[src/rtl/seq_pattern_pkg.sv]
// Shared state encoding and default sizing for the serial pattern transmitter.
// Pure declarations: no latency or flow-control behaviour of its own.
package seq_pattern_pkg;

    localparam int DEF_MAX_LEN = 8;
    localparam int DEF_LEN_W   = 4;
    localparam int DEF_CNT_W   = 4;
    localparam int DEF_GAP_W   = 3;

    typedef enum logic [1:0] {
        IDLE  = 2'd0,
        SHIFT = 2'd1,
        GAP   = 2'd2,
        DONE  = 2'd3
    } state_t;

endpackage

[src/rtl/seq_pattern_tx_shreg.sv]
// Pattern load/shift register with bit-index down-counter; exposes the bit that will be on the line after this edge.
// One-cycle load-to-bit latency; no backpressure, the FSM alone decides when to load, shift or reload.
module pattern_shreg
    import seq_pattern_pkg::*;
#(
    parameter int MAX_LEN = DEF_MAX_LEN,
    parameter int LEN_W   = DEF_LEN_W
) (
    input  logic               i_clk,
    input  logic               i_rst,
    input  logic               i_load,
    input  logic               i_shift,
    input  logic               i_reload,
    input  logic [MAX_LEN-1:0] i_pattern,
    input  logic [LEN_W-1:0]   i_len,
    output logic               o_bit_nxt,
    output logic               o_last
);

    logic [MAX_LEN-1:0] r_pat;
    logic [MAX_LEN-1:0] r_sh;
    logic [LEN_W-1:0]   r_idx;
    logic [LEN_W-1:0]   r_len_m1;
    logic [LEN_W-1:0]   w_shamt;
    logic [MAX_LEN-1:0] w_aligned;

    // Left-align so bit len-1 sits at the MSB; unused upper pattern bits fall off the top.
    assign w_shamt   = LEN_W'(MAX_LEN) - i_len;
    assign w_aligned = i_pattern << w_shamt;

    always_ff @(posedge i_clk or posedge i_rst) begin
        if (i_rst) begin
            r_pat    <= '0;
            r_sh     <= '0;
            r_idx    <= '0;
            r_len_m1 <= '0;
        end else if (i_load) begin
            r_pat    <= w_aligned;
            r_sh     <= w_aligned;
            r_idx    <= i_len - 1'b1;
            r_len_m1 <= i_len - 1'b1;
        end else if (i_reload) begin
            r_sh  <= r_pat;
            r_idx <= r_len_m1;
        end else if (i_shift) begin
            r_sh  <= {r_sh[MAX_LEN-2:0], 1'b0};
            r_idx <= r_idx - 1'b1;
        end
    end

    always_comb begin
        o_bit_nxt = r_sh[MAX_LEN-1];
        if (i_load) begin
            o_bit_nxt = w_aligned[MAX_LEN-1];
        end else if (i_reload) begin
            o_bit_nxt = r_pat[MAX_LEN-1];
        end else if (i_shift) begin
            o_bit_nxt = r_sh[MAX_LEN-2];
        end
    end

    assign o_last = (r_idx == '0);

endmodule

[src/rtl/seq_pattern_tx.sv]
// Serial pattern transmitter: drives a captured word MSB-first on w with repeats and zero gaps; first bit one cycle after start.
// No backpressure: start is only sampled in IDLE, ignored while busy, and abort cancels at the next edge.
module seq_pattern_tx
    import seq_pattern_pkg::*;
#(
    parameter int MAX_LEN = DEF_MAX_LEN,
    parameter int LEN_W   = DEF_LEN_W,
    parameter int CNT_W   = DEF_CNT_W,
    parameter int GAP_W   = DEF_GAP_W
) (
    input  logic               Clk,
    input  logic               Rst,
    input  logic               start,
    input  logic [MAX_LEN-1:0] pattern,
    input  logic [LEN_W-1:0]   len,
    input  logic [CNT_W-1:0]   reps,
    input  logic [GAP_W-1:0]   gap,
    input  logic               abort,
    output logic               w,
    output logic               w_valid,
    output logic               busy,
    output logic               done,
    output logic               err
);

    state_t             r_state;
    state_t             w_state_nxt;
    logic [CNT_W-1:0]   r_rep;
    logic [GAP_W-1:0]   r_gap;
    logic [GAP_W-1:0]   r_gap_cnt;
    logic               r_w;
    logic               r_w_valid;
    logic               r_err;

    logic               w_load;
    logic               w_shift;
    logic               w_reload;
    logic               w_bit_nxt;
    logic               w_last;
    logic               w_len_bad;
    logic               w_err_nxt;
    logic               w_rep_dec;
    logic               w_gap_enter;

    assign w_len_bad = (len == '0) || (len > LEN_W'(MAX_LEN));

    pattern_shreg #(
        .MAX_LEN (MAX_LEN),
        .LEN_W   (LEN_W)
    ) u_shreg (
        .i_clk     (Clk),
        .i_rst     (Rst),
        .i_load    (w_load),
        .i_shift   (w_shift),
        .i_reload  (w_reload),
        .i_pattern (pattern),
        .i_len     (len),
        .o_bit_nxt (w_bit_nxt),
        .o_last    (w_last)
    );

    always_comb begin
        w_state_nxt = r_state;
        w_load      = 1'b0;
        w_shift     = 1'b0;
        w_reload    = 1'b0;
        w_err_nxt   = 1'b0;
        w_rep_dec   = 1'b0;
        w_gap_enter = 1'b0;
        case (r_state)
            IDLE: begin
                if (start) begin
                    if (w_len_bad) begin
                        w_err_nxt = 1'b1;
                    end else begin
                        w_load      = 1'b1;
                        w_state_nxt = SHIFT;
                    end
                end
            end
            SHIFT: begin
                if (abort) begin
                    w_state_nxt = IDLE;
                end else if (w_last) begin
                    if (r_rep != '0) begin
                        w_rep_dec = 1'b1;
                        if (r_gap != '0) begin
                            w_gap_enter = 1'b1;
                            w_state_nxt = GAP;
                        end else begin
                            w_reload = 1'b1;
                        end
                    end else begin
                        w_state_nxt = DONE;
                    end
                end else begin
                    w_shift = 1'b1;
                end
            end
            GAP: begin
                if (abort) begin
                    w_state_nxt = IDLE;
                end else if (r_gap_cnt == '0) begin
                    w_reload    = 1'b1;
                    w_state_nxt = SHIFT;
                end
            end
            DONE: begin
                w_state_nxt = IDLE;
            end
            default: begin
                w_state_nxt = IDLE;
            end
        endcase
    end

    always_ff @(posedge Clk or posedge Rst) begin
        if (Rst) begin
            r_state   <= IDLE;
            r_w       <= 1'b0;
            r_w_valid <= 1'b0;
            r_err     <= 1'b0;
        end else begin
            r_state   <= w_state_nxt;
            r_w       <= (w_state_nxt == SHIFT) & w_bit_nxt;
            r_w_valid <= (w_state_nxt == SHIFT);
            r_err     <= w_err_nxt;
        end
    end

    // r_rep holds repetitions still owed after the one currently shifting out.
    always_ff @(posedge Clk or posedge Rst) begin
        if (Rst) begin
            r_rep     <= '0;
            r_gap     <= '0;
            r_gap_cnt <= '0;
        end else begin
            if (w_load) begin
                r_rep <= (reps == '0) ? '0 : reps - 1'b1;
                r_gap <= gap;
            end else if (w_rep_dec) begin
                r_rep <= r_rep - 1'b1;
            end
            if (w_gap_enter) begin
                r_gap_cnt <= r_gap - 1'b1;
            end else if ((r_state == GAP) && (r_gap_cnt != '0)) begin
                r_gap_cnt <= r_gap_cnt - 1'b1;
            end
        end
    end

    assign w       = r_w;
    assign w_valid = r_w_valid;
    assign busy    = (r_state != IDLE);
    // An abort in DONE leaves at the same edge, so the pulse is withheld.
    assign done    = (r_state == DONE) & ~abort;
    assign err     = r_err;

endmodule
[config.mk]
export PLATFORM = sky130hd
export DESIGN_NAME = seq_pattern_tx
export DESIGN_NICKNAME = d
export VERILOG_FILES = /design/src/rtl/seq_pattern_pkg.sv /design/src/rtl/seq_pattern_tx_shreg.sv /design/src/rtl/seq_pattern_tx.sv
export SDC_FILE = /design/constraint.sdc
export NUM_CORES = 1
export LEC_CHECK = 0
export ABC_AREA = 1
export CAP_MARGIN = 30
export CORE_MARGIN = 2
export CORE_UTILIZATION = 27
export DETAILED_ROUTE_END_ITERATION = 6
export PLACE_DENSITY_LB_ADDON = 0.2
export SLEW_MARGIN = 20
export SYNTH_ARGS = -nofsm -noshare
export SYNTH_HDL_FRONTEND = slang
export SYNTH_HIERARCHICAL = 1
export SYNTH_SLANG_ARGS = --single-unit
[constraint.sdc]
create_clock -name Clk -period 5.2 [get_ports Clk]
set_input_delay 1.04 -clock Clk [delete_from_list [all_inputs] [get_ports Clk]]
set_output_delay 1.04 -clock Clk [all_outputs]
set_load 0.03 [all_outputs]
# == Word-level counts from Yosys, hierarchy flattened ==
# Cells that the tools add are included.
# Widths: inputs -> output; s select.
# totals
register_bits,39
output_inout_bits,5
wordCells,89
# op_classes
addsub,7
order_cmp,1
n_eq_ne,4
n_shift,1
muxes,48
bitwise_logic,3
n_reduce_logical,14
# op_table
op,n
$mux 1,27
$mux 4,6
$mux 8,3
$mux 2,8
$sub 4x1->4 const B,4
$logic_not 4->1,3
$reduce_bool 3->1,3
$pmux 2 s4,1
$shl 8x4->8,1
$mux 3,2
$reduce_bool 2->1,3
$sub 3x1->3 const B,2
$eq 2x1->1 const B,2
$eq 2x2->1 const B,2
$gt 4x4->1 const B,1
$reduce_bool 4->1,1
$sub 4x4->4 const A,1
$logic_not 3->1,1
$and 1x1->1,2
$logic_not 2->1,1
$pmux 1 s2,1
$logic_and 1x1->1,1
$logic_or 1x1->1,1
$not 1->1,1

# == Logic depth before layout (Yosys ltp) ==
# Gate-level depths: netlist of run 1.
# depth
depth_word,9
depth_mapped,15

# == Cells and area by module ==
# The synthesis of run 1 kept the hierarchy.
# by_module_without_submodules
mod,n_inst,cells_per_inst,area_per_inst_um2,seq_area_each_um2
pattern_shreg,1,202,1432.6,600.6
seq_pattern_tx,1,145,1097.3,375.4

# == Worst setup path before layout of run 1 ==
# Ideal clock, no wire load.
# synth_timing
path_kind,input to register
from,input port len[0]
to,register r_w (netlist: w)
setup_time_ns,0.080
arrival_ns,2.553
t_required_ns,5.120
path_slack_ns,2.567
path_stages,13
path_cell_list,buf_4 > inv_2 > buf_6 > ha_1 > buf_4 > clkinv_1 > nand3_1 > nand2_1 > a21oi_1 > o21ai_0 > nand2_1 > inv_1 > nor3_2
# synth_via
elab_chain_len,7
word_cells_on_any_way,14
classes_between,1 x add/sub; 1 x order compare; 1 x eq/ne; 1 x shift; 7 x mux; 1 x bitwise; 2 x reduce/logical
# synth_lines
item,line_no,source
from (decl),seq_pattern_tx.sv:15,"input logic [LEN_W-1:0] len,"
branches (longest 5 deep; another with $sub 4x4->4),--,
$mux 1 (*),seq_pattern_tx_shreg.sv:53,if (i_load) begin
via w_bit_nxt,seq_pattern_tx.sv:38,logic w_bit_nxt;
$and 1x1->1 (*),seq_pattern_tx.sv:125,r_w <= (w_state_nxt == SHIFT) & w_bit_nxt;
to (signal assigned),seq_pattern_tx.sv:125,
to (decl),seq_pattern_tx.sv:31,logic r_w;
# Mark *: on every way through the listed nets, which the timed path passes.
# A chain may end at the register's enable or synchronous reset.

# == Worst setup path after layout of run 1 ==
# layout_timing
from,input port abort
to,output port done
# layout_via
elab_chain_len,2
# layout_lines
item,line_no,source
from (decl),seq_pattern_tx.sv:18,"input logic abort,"
$not 1->1,seq_pattern_tx.sv:156,assign done = (r_state == DONE) & ~abort;
$and 1x1->1,seq_pattern_tx.sv:156,
to (decl),seq_pattern_tx.sv:22,"output logic done,"
# No other way between the ends.

==> results.cfg, run 1 <==
[outcome]
status = completed

[cts]
clk_path_buf_depth = 2
cts_buffers = 5
hold_buffers = 0
clkSinkCount = 39
cts_tree = yes
clk_pin_slew_ns = 0.07
post_cts_buffers = 0
cts-resized-gates = 0
cts_max_level = 2
clock_latency_ns = 0.29
cts_root_buffer = clkbuf_8

[timing]
worst_pin_slew_ns = 0.594
drv_slew = 0
fin_ws_ns = 1.81
min_period_ns = 3.39
rsz0062_at_grt = no
tns_ns = 0
fmax_mhz = 295
finalSetupViolCount = 0
max_slew_margin_pct = 60.4
post-route-period-util_pct = 65.2
finClkSkew_ns = 0.0103
finalHoldViolCount = 0

[synth]
synthAdderAreaFrac_pct = 3.96
synth_top_family_by_area = simple AND/OR/NAND/NOR gates
synth_edf_count = 0
synth_xor_area_share_pct = 2.03
yosysSeqAreaShare_pct = 38.6
async_flop_share_pct = 100
yosys_warnings = 6
synth_compound_area_share_pct = 11.7
yosys.area.top_type = dfrtp_1
netlist_instances = 347
yosysTopAreaCellShare_pct = 38.6
synth_common_cells = nand2_1 (98), dfrtp_1 (39), inv_1 (36)
synth_area_per_cell_um2 = 7.29
synth_simple_gate_area_share_pct = 34.2
yosysUniqueCellTypes = 33
synth-main-ff-cell = dfrtp_1
yosysMostFrequentCell = nand2_1
synthTopCellsByArea = dfrtp_1 (39%), nand2_1 (15%), nand3_1 (6.3%)
ys_ff_latch = 39
syn_nets = 378
synth_area_mm2 = 0.00253
yosys-mux-area-fraction_pct = 0.396

[pwr]
power_density_mw_per_mm2 = 438
p_seq_share_pct = 38.1
intPower_mw = 0.774
p_leak_nw = 1.46
power.share.switching_pct = 41.2
clkPwrFrac_pct = 16.0
peakVddDrop_mv = 0.123
switching_power_mw = 0.542
p_comb_share_pct = 45.9

[route]
ant_nets = 0
first_pass_iters = 4
vias = 2164
routed_wl_mm = 5.56
avgViaCountPerCell = 4.45
first_iter_violations = 92
wl_per_cell_um = 11.4
drc = 0

[floorplanning]
io_pins = 28
core_area_mm2 = 0.00915
die_w_um = 101
start_util_pct = 27.6
die_y_um = 101
num_rows = 35
die_area_mm2 = 0.0102

[global_routing]
track_usage_pct = 11.8
antenna_found_initial = 0
grt_pass1_vias = 2131
gr-total-overflow = 0
grt_start_max_net_pins = 19
grt_pass1_wl_mm = 9.56

[critical_path]
critical_path_class = input port to output port
cp_data_arrival_time_ns = 2.35
startpoint_type = input port
cp_max_fo = 4
crit_path_end_kind = output port
worstPathRequired_ns = 4.16

[placement]
routabilityCongestion = 0.776
place_ws_ns = 1.49
port_buffers = 27
dp_hpwl_mm = 4.37

[finish]
diodes = 0
synthToLayoutAreaGrowth_pct = 18.8
fin_nets = 406
final_layout_size_suffix_gt1_share_pct = 11.7

[min_path]
min_path_type = flop to flop

[run]
cap_violations = 0
==> through the flow <==
| stage | total power, mW | utilization, % | hold WS, ns | area (um^2) | instances |
|---|---|---|---|---|---|
| after floorplan | 0.970 | - | 0.442 | 2530 | 347 |
| after global placement | 1.12 | 31.6 | 0.461 | 2890 | 478 |
| after detailed placement | 1.12 | 31.9 | 0.470 | 2920 | 479 |
| after CTS | 1.34 | 32.8 | 0.489 | 3010 | 486 |
| after global routing | 1.45 | 32.8 | 0.518 | 3010 | 486 |
| final | 1.32 | 32.8 | 0.481 | 3010 | 486 |
==> final timing paths <==
kind                                          start             endpoint  slack, ns  depth (start not counted)
worst min register to register  u_shreg/r_len_m1[1]  u_shreg/r_len_m1[1]       0.48                          2
max in group asynchronous                       Rst                  err       3.64                          2
worst max register to register     u_shreg/r_idx[0]      u_shreg/r_sh[2]       2.27                         14
worst min-delay path            u_shreg/r_len_m1[1]  u_shreg/r_len_m1[1]       0.48                          2
min in group asynchronous                       Rst     u_shreg/r_idx[2]       1.07                          2
worst max-delay path                          abort                 done       1.81                          3
==> worst max-delay path, cell delays in order <==
cell	delay, ns
clkdlybuf4s50_1	0.50
nor2_1	0.14
clkdlybuf4s50_1	0.67
==> sequential cells by signal, indices dropped and copies added, names as in the netlist <==
signal,count
u_shreg/r_len_m1,4
r_rep,4
u_shreg/r_pat,8
r_gap,3
u_shreg/r_idx,4
err,1
w_valid,1
u_shreg/r_sh,8
w,1
r_state,2
r_gap_cnt,3
==> routing by layer <==
metal	track usage, %	wire [um]	up-vias
met5	0	0	-
met1	13.6	2540	981
li1	-	-	1154
met2	21.8	2810	25
met3	2.70	170	4
met4	2.85	38	0
==> cell usage in the layout, fill, tap and decap left out, types with 3 or more instances in the layout <==
| cell | synthesis | routed |
|---|---|---|
| a21oi_1 | 17 | 17 |
| clkdlybuf4s50_1 | 0 | 27 |
| nand3_1 | 32 | 32 |
| nand2_2 | 10 | 10 |
| clkbuf_8 | 0 | 6 |
| o21ai_1 | 3 | 3 |
| dfrtp_1 | 39 | 39 |
| nor2_4 | 5 | 5 |
| ha_1 | 8 | 8 |
| o21ai_2 | 3 | 3 |
| nand2_1 | 98 | 98 |
| inv_1 | 36 | 36 |
| xnor2_1 | 3 | 3 |
| inv_2 | 10 | 10 |
| o21ai_0 | 21 | 21 |
| o211ai_1 | 3 | 3 |
| nor2_1 | 35 | 35 |
| a31oi_1 | 3 | 3 |
==> power groups by stage <==
stage               logic [mW]  registers [mW]  clock network (mW)
finish                   0.605           0.501               0.210
global route             0.706           0.517               0.231
CTS                      0.617           0.502               0.223
detailed placement       0.614           0.508                   0
global placement         0.608           0.508                   0
floorplan                0.463           0.507                   0
==> cell families (layout without fill, tap and decap cells) <==
logic type,Yosys count,count (layout)
xor+xnor,5,5
fa+ha+maj,8,8
flops,39,39
mux,1,1
simple gates,186,186
compound gates,53,53
buf+inv,55,83
==> final cells by class <==
| type | count | area [um^2] |
|---|---|---|
| Multi-Input combinational cell | 253 | 1320 |
| Clock buffer | 6 | 82.6 |
| Sequential cell | 39 | 976 |
| Inverter | 47 | 176 |
| Tap cell | 111 | 139 |
| Timing Repair Buffer | 29 | 305 |
| Clock inverter | 1 | 5.00 |
| Fill cell | 975 | 6150 |
(Power assumes the default switching activity.)
==> run 2, diff against run 1 <==
==> constraint.sdc (replaced) <==
create_clock -name Clk -period 2.9 [get_ports Clk]
set_input_delay 0.58 -clock Clk [delete_from_list [all_inputs] [get_ports Clk]]
set_output_delay 0.58 -clock Clk [all_outputs]
set_load 0.03 [all_outputs]
==> run 2 against run 1 <==
Effect of this change: combinational power is 82% higher; worst setup slack got worse by 1.4 ns; clock-buffer cell count did not move; cell count is 1.6% higher; wire length shrank 0.14%; non-clock buffer count is 7 higher; core utilization rose by 0.33 points; clock power increased by 76%; global-route usage hardly changed.
==> results.cfg, run 2 (synthesis gave the netlist of run 1 again) <==
[floorplanning]
start_util_pct = 27.6
io_pins = 28
die_y_um = 101
die_area_mm2 = 0.0102
num_rows = 35
die_w_um = 101
core_area_mm2 = 0.00915

[min_path]
min_path_type = flop to flop

[pwr]
peakVddDrop_mv = 0.242
intPower_mw = 1.38
p_leak_nw = 1.48
power_density_mw_per_mm2 = 782
switching_power_mw = 0.990
clkPwrFrac_pct = 15.6
p_seq_share_pct = 38.1
power.share.switching_pct = 41.7
p_comb_share_pct = 46.4

[cts]
post_cts_buffers = 0
clkSinkCount = 39
cts-resized-gates = 0
clock_latency_ns = 0.29
cts_buffers = 5
cts_tree = yes
hold_buffers = 0
clk_path_buf_depth = 2
clk_pin_slew_ns = 0.07
cts_root_buffer = clkbuf_8
cts_max_level = 2

[timing]
worst_pin_slew_ns = 0.586
rsz0062_at_grt = no
finClkSkew_ns = 0.0113
drv_slew = 0
finalHoldViolCount = 0
fmax_mhz = 404
min_period_ns = 2.47
finalSetupViolCount = 0
post-route-period-util_pct = 85.3
max_slew_margin_pct = 60.9
tns_ns = 0

[critical_path]
crit_buf_inv = 2
cp_max_fo = 4
critical_path.cell_chain = clkdlybuf4s50_1 > nor2_1 > clkdlybuf4s50_1
crit_path_end_kind = output port
critPathSlowestCell = clkdlybuf4s50_1
crit_family = buffers and inverters
r2r_slack_ns = 0.55
crit_top_cell = clkdlybuf4s50_1
critical_path_class = input port to output port
critical_path.max_stage_delay_ns = 0.67
startpoint_type = input port
cp_data_arrival_time_ns = 1.89
worstPathRequired_ns = 2.32

[finish]
reg_top3 = u_shreg/r_pat x8, u_shreg/r_sh x8
final_layout_size_suffix_gt1_share_pct = 13.3
final-seq-area_um2 = 976
final_cells = 494
diodes = 0
multi_input_area_mm2 = 0.00132
stdcell_area_mm2 = 0.00304
synthToLayoutAreaGrowth_pct = 20.0
fin_nets = 413
final_common_cell = nand2_1
most-common-layout-cells = nand2_1 (98), dfrtp_1 (39), inv_1 (36), nor2_1 (35), nand3_1 (32)
nFillCells = 1002

[route]
ant_nets = 0
routed_wl_mm = 5.55
vias = 2201
drc = 0
first_iter_violations = 75
first_pass_iters = 4
wl_per_cell_um = 11.2
avgViaCountPerCell = 4.46

[global_routing]
grt_pass1_wl_mm = 9.68
grt-busiest-layer = met2
track_usage_pct = 11.8
antenna_found_initial = 0
use_met2_pct = 20.8
grt_pass1_vias = 2129
met1_usage_pct = 14.7
grt_start_max_net_pins = 25
gr-total-overflow = 0
met3_usage_pct = 2.50

[run]
cap_violations = 0

[placement]
routabilityCongestion = 0.793
port_buffers = 27
dpl_cell_area_mm2 = 0.00295
dp_hpwl_mm = 4.35
dp.cells = 486

[outcome]
status = completed
==> run 2: changes by cell type in the layout (fill, tap and decap cells not counted), sizes merged <==
cell / delta
buf: +7
clkinvlp: +1
==> run 2: tightest hold or removal path, stage by stage, from the launching register on <==
cell and delay [ns]:
dfrtp_1 0.32, nand2_1 0.06, nand2_1 0.06
==> run 2: power by group through the flow <==
| stage | combinational, mW | sequential [mW] | clock [mW] |
|---|---|---|---|
| 4_1_cts | 1.12 | 0.905 | 0.384 |
| 3_3_place_gp | 1.11 | 0.912 | 0 |
| 2_1_floorplan | 0.830 | 0.908 | 0 |
| 5_1_grt | 1.28 | 0.932 | 0.402 |
| 3_5_place_dp | 1.12 | 0.913 | 0 |
| 6_report | 1.10 | 0.904 | 0.369 |
==> run 2: per-layer routing <==
metal  vias to the layer above  share of wire [%]
met1                       994                 48
li1                       1169                  -
met5                         -                  0
met3                         7                3.0
met2                        31                 49
met4                         0               0.87
==> run 2: area by class of cell <==
class	count	area share [%]
clock inverters	2	0.412
multi-input cells	253	43.5
repair buffers	36	11.1
clock buffers	6	2.39
well taps	111	4.58
flip-flops and latches	39	32.2
inverters	47	5.81
==> run 2: final timing paths <==
kind,endpoint,depth (start not counted),startpoint
worst min-delay path,u_shreg/r_pat[0],2,u_shreg/r_pat[0]
worst max-delay path,done,3,abort
min in group asynchronous,u_shreg/r_sh[7],3,Rst
worst max register to register,u_shreg/r_sh[3],14,u_shreg/r_idx[0]
max in group asynchronous,w,2,Rst
worst min register to register,u_shreg/r_pat[0],2,u_shreg/r_pat[0]
==> run 2: through the flow <==
step	hold slack, ns	power (mW)	setup WS, ns	utilization, %
floorplan	0.442	1.74	0.656	-
global placement	0.460	2.02	0.243	32.2
detailed placement	0.466	2.03	0.196	32.2
CTS	0.485	2.41	0.412	33.2
global route	0.505	2.62	0.273	33.2
finish	0.478	2.37	0.427	33.2
==> run 3, diff against run 2 <==
--- a/config.mk
+++ b/config.mk
@@ -7,10 +7,10 @@
 export LEC_CHECK = 0
 export ABC_AREA = 1
 export CAP_MARGIN = 30
-export CORE_MARGIN = 2
 export CORE_UTILIZATION = 27
 export DETAILED_ROUTE_END_ITERATION = 6
 export PLACE_DENSITY_LB_ADDON = 0.2
+export RECOVER_POWER = 100
 export SLEW_MARGIN = 20
 export SYNTH_ARGS = -nofsm -noshare
 export SYNTH_HDL_FRONTEND = slang
==> run 3 against run 2 <==
Effect of this change: die area down 3.9%; wire length up 2.6%; worst hold slack about the same; critical endpoint is now u_shreg/r_sh[3]; first-iteration DRC count up 2.7%; maximum frequency down 4.5%; sequential share of layout area up 0.53 points; highest routed layer unchanged; global-route usage up 0.83 points; non-clock buffer count up 2; cell count down 0.20%; via count up 0.86%; critical path depth up 8; worst setup slack worse by 0.12 ns.
==> results.cfg, run 3 (synthesis gave the netlist of run 1 again) <==
[floorplanning]
io_pins = 28
start_util_pct = 28.5
core_area_mm2 = 0.00889
die_y_um = 98.8
num_rows = 34
die_area_mm2 = 0.00976
die_w_um = 98.8

[cts]
post_cts_buffers = 0
clk_path_buf_depth = 2
cts_tree = yes
clk_pin_slew_ns = 0.08
clock_latency_ns = 0.29
cts_buffers = 5
cts_max_level = 2
clkSinkCount = 39
cts-resized-gates = 0
hold_buffers = 0
cts_root_buffer = clkbuf_8

[placement]
port_buffers = 27
place_ws_ns = 0.227
routabilityCongestion = 0.830
dp.cells = 485
dp_hpwl_mm = 4.48
dpl_cell_area_mm2 = 0.00296

[outcome]
status = completed

[global_routing]
grt_start_max_net_pins = 25
grt_pass1_vias = 2140
grt_pass1_wl_mm = 9.76
antenna_found_initial = 0
track_usage_pct = 12.6
gr-total-overflow = 0

[pwr]
power.total_mw = 2.34
switching_power_mw = 0.968
power.share.switching_pct = 41.3
intPower_mw = 1.37
power_density_mw_per_mm2 = 784
clkPwrFrac_pct = 15.8
p_leak_nw = 1.47
peakVddDrop_mv = 0.313
p_seq_share_pct = 38.4
p_comb_share_pct = 45.8

[critical_path]
crit_top_cell = nand2_1
cp_max_fo = 10
critPathSlowestCell = dlygate4sd3_1
crit_path_end_kind = flop
critical_path_class = input port to flop
worstPathRequired_ns = 3.12
cp_data_arrival_time_ns = 2.81
crit_buf_inv = 4
startpoint_type = input port
crit_family = buffers and inverters
critical_path.max_stage_delay_ns = 0.56
critical_path.cell_chain = dlygate4sd3_1 > clkbuf_1 > inv_1 > nand3_1 > nand2_1 > nor2_4 > buf_4 > nand2_1 > nor2_4 > nand2_1 > a21oi_1

[route]
wl_per_cell_um = 11.6
ant_nets = 0
avgViaCountPerCell = 4.50
routed_wl_mm = 5.70
first_pass_iters = 4
vias = 2220
drc = 0
first_iter_violations = 77

[timing]
post-route-period-util_pct = 89.3
finalSetupViolCount = 0
rsz0062_at_grt = no
finalHoldViolCount = 0
fmax_mhz = 386
fin_ws_ns = 0.311
tns_ns = 0
drv_slew = 0
worst_pin_slew_ns = 1.33
max_slew_margin_pct = 11.3
hold-worst-slack_ns = 0.478
finClkSkew_ns = 0.00778
min_period_ns = 2.59

[finish]
fin_nets = 415
final_layout_size_suffix_gt1_share_pct = 10.6
synthToLayoutAreaGrowth_pct = 18.1
final_cells = 493
final_util_pct = 33.6
most-common-layout-cells = nand2_1 (101), inv_1 (39), dfrtp_1 (39), nor2_1 (36), nand3_1 (32)
diodes = 0
final_common_cell = nand2_1
reg_top3 = u_shreg/r_pat x8, u_shreg/r_sh x8
stdcell_area_mm2 = 0.00299

[min_path]
min_path_type = flop to flop

[run]
cap_violations = 0
-- run 3: cell count changes in the layout (fill, tap and decap cells not counted), moves of 3 or more --
cell / previous run / this run
inv_1: 36 / 39
clkdlybuf4s50_1: 27 / 20
nand2_1: 98 / 101
inv_2: 10 / 7
dlygate4sd3_1: 0 / 7
clkbuf_1: 1 / 4
-- run 3: path summary, 6_finish.rpt --
path,from,to,slack (ns),depth (start not counted)
worst min-delay path,u_shreg/r_pat[0],u_shreg/r_pat[0],0.48,2
worst min register to register,u_shreg/r_pat[0],u_shreg/r_pat[0],0.48,2
max in group asynchronous,Rst,u_shreg/r_sh[1],0.90,3
worst max-delay path,len[0],u_shreg/r_sh[3],0.31,11
min in group asynchronous,Rst,w_valid,0.86,2
worst max register to register,u_shreg/r_idx[0],u_shreg/r_sh[2],0.55,14
-- run 3: final cells by class --
cell class | instances | area (um^2)
fill | 980 | 5900
timing repair buffer | 38 | 342
multi-input combinational | 253 | 1270
clock buffer | 6 | 72.6
inverter | 47 | 176
clock inverter | 2 | 12.5
tap | 108 | 135
sequential | 39 | 976
-- run 3: layer usage --
metal  wire length, um  share of wire (%)  track usage [%]  vias to the layer above
li1                  -                  -                -                     1164
met3               146                2.6             2.98                        9
met4                89                1.6             3.79                        0
met5                 0                  0                0                        -
met1              2720                 48             15.8                     1024
met2              2740                 48             21.5                       23
-- run 3: power by group through the flow --
stage | Combinational, mW | Clock (mW) | Sequential, mW
2_1_floorplan | 0.830 | 0 | 0.908
5_1_grt | 1.24 | 0.408 | 0.928
3_5_place_dp | 1.13 | 0 | 0.913
4_1_cts | 1.14 | 0.390 | 0.902
6_report | 1.07 | 0.370 | 0.899
3_3_place_gp | 1.12 | 0 | 0.909
-- run 3: worst min-delay path, delay by kind of cell, from the launching register on --
kind             cells  cell delay [ns]
DFF                  1             0.33
and+or+nand+nor      2             0.12
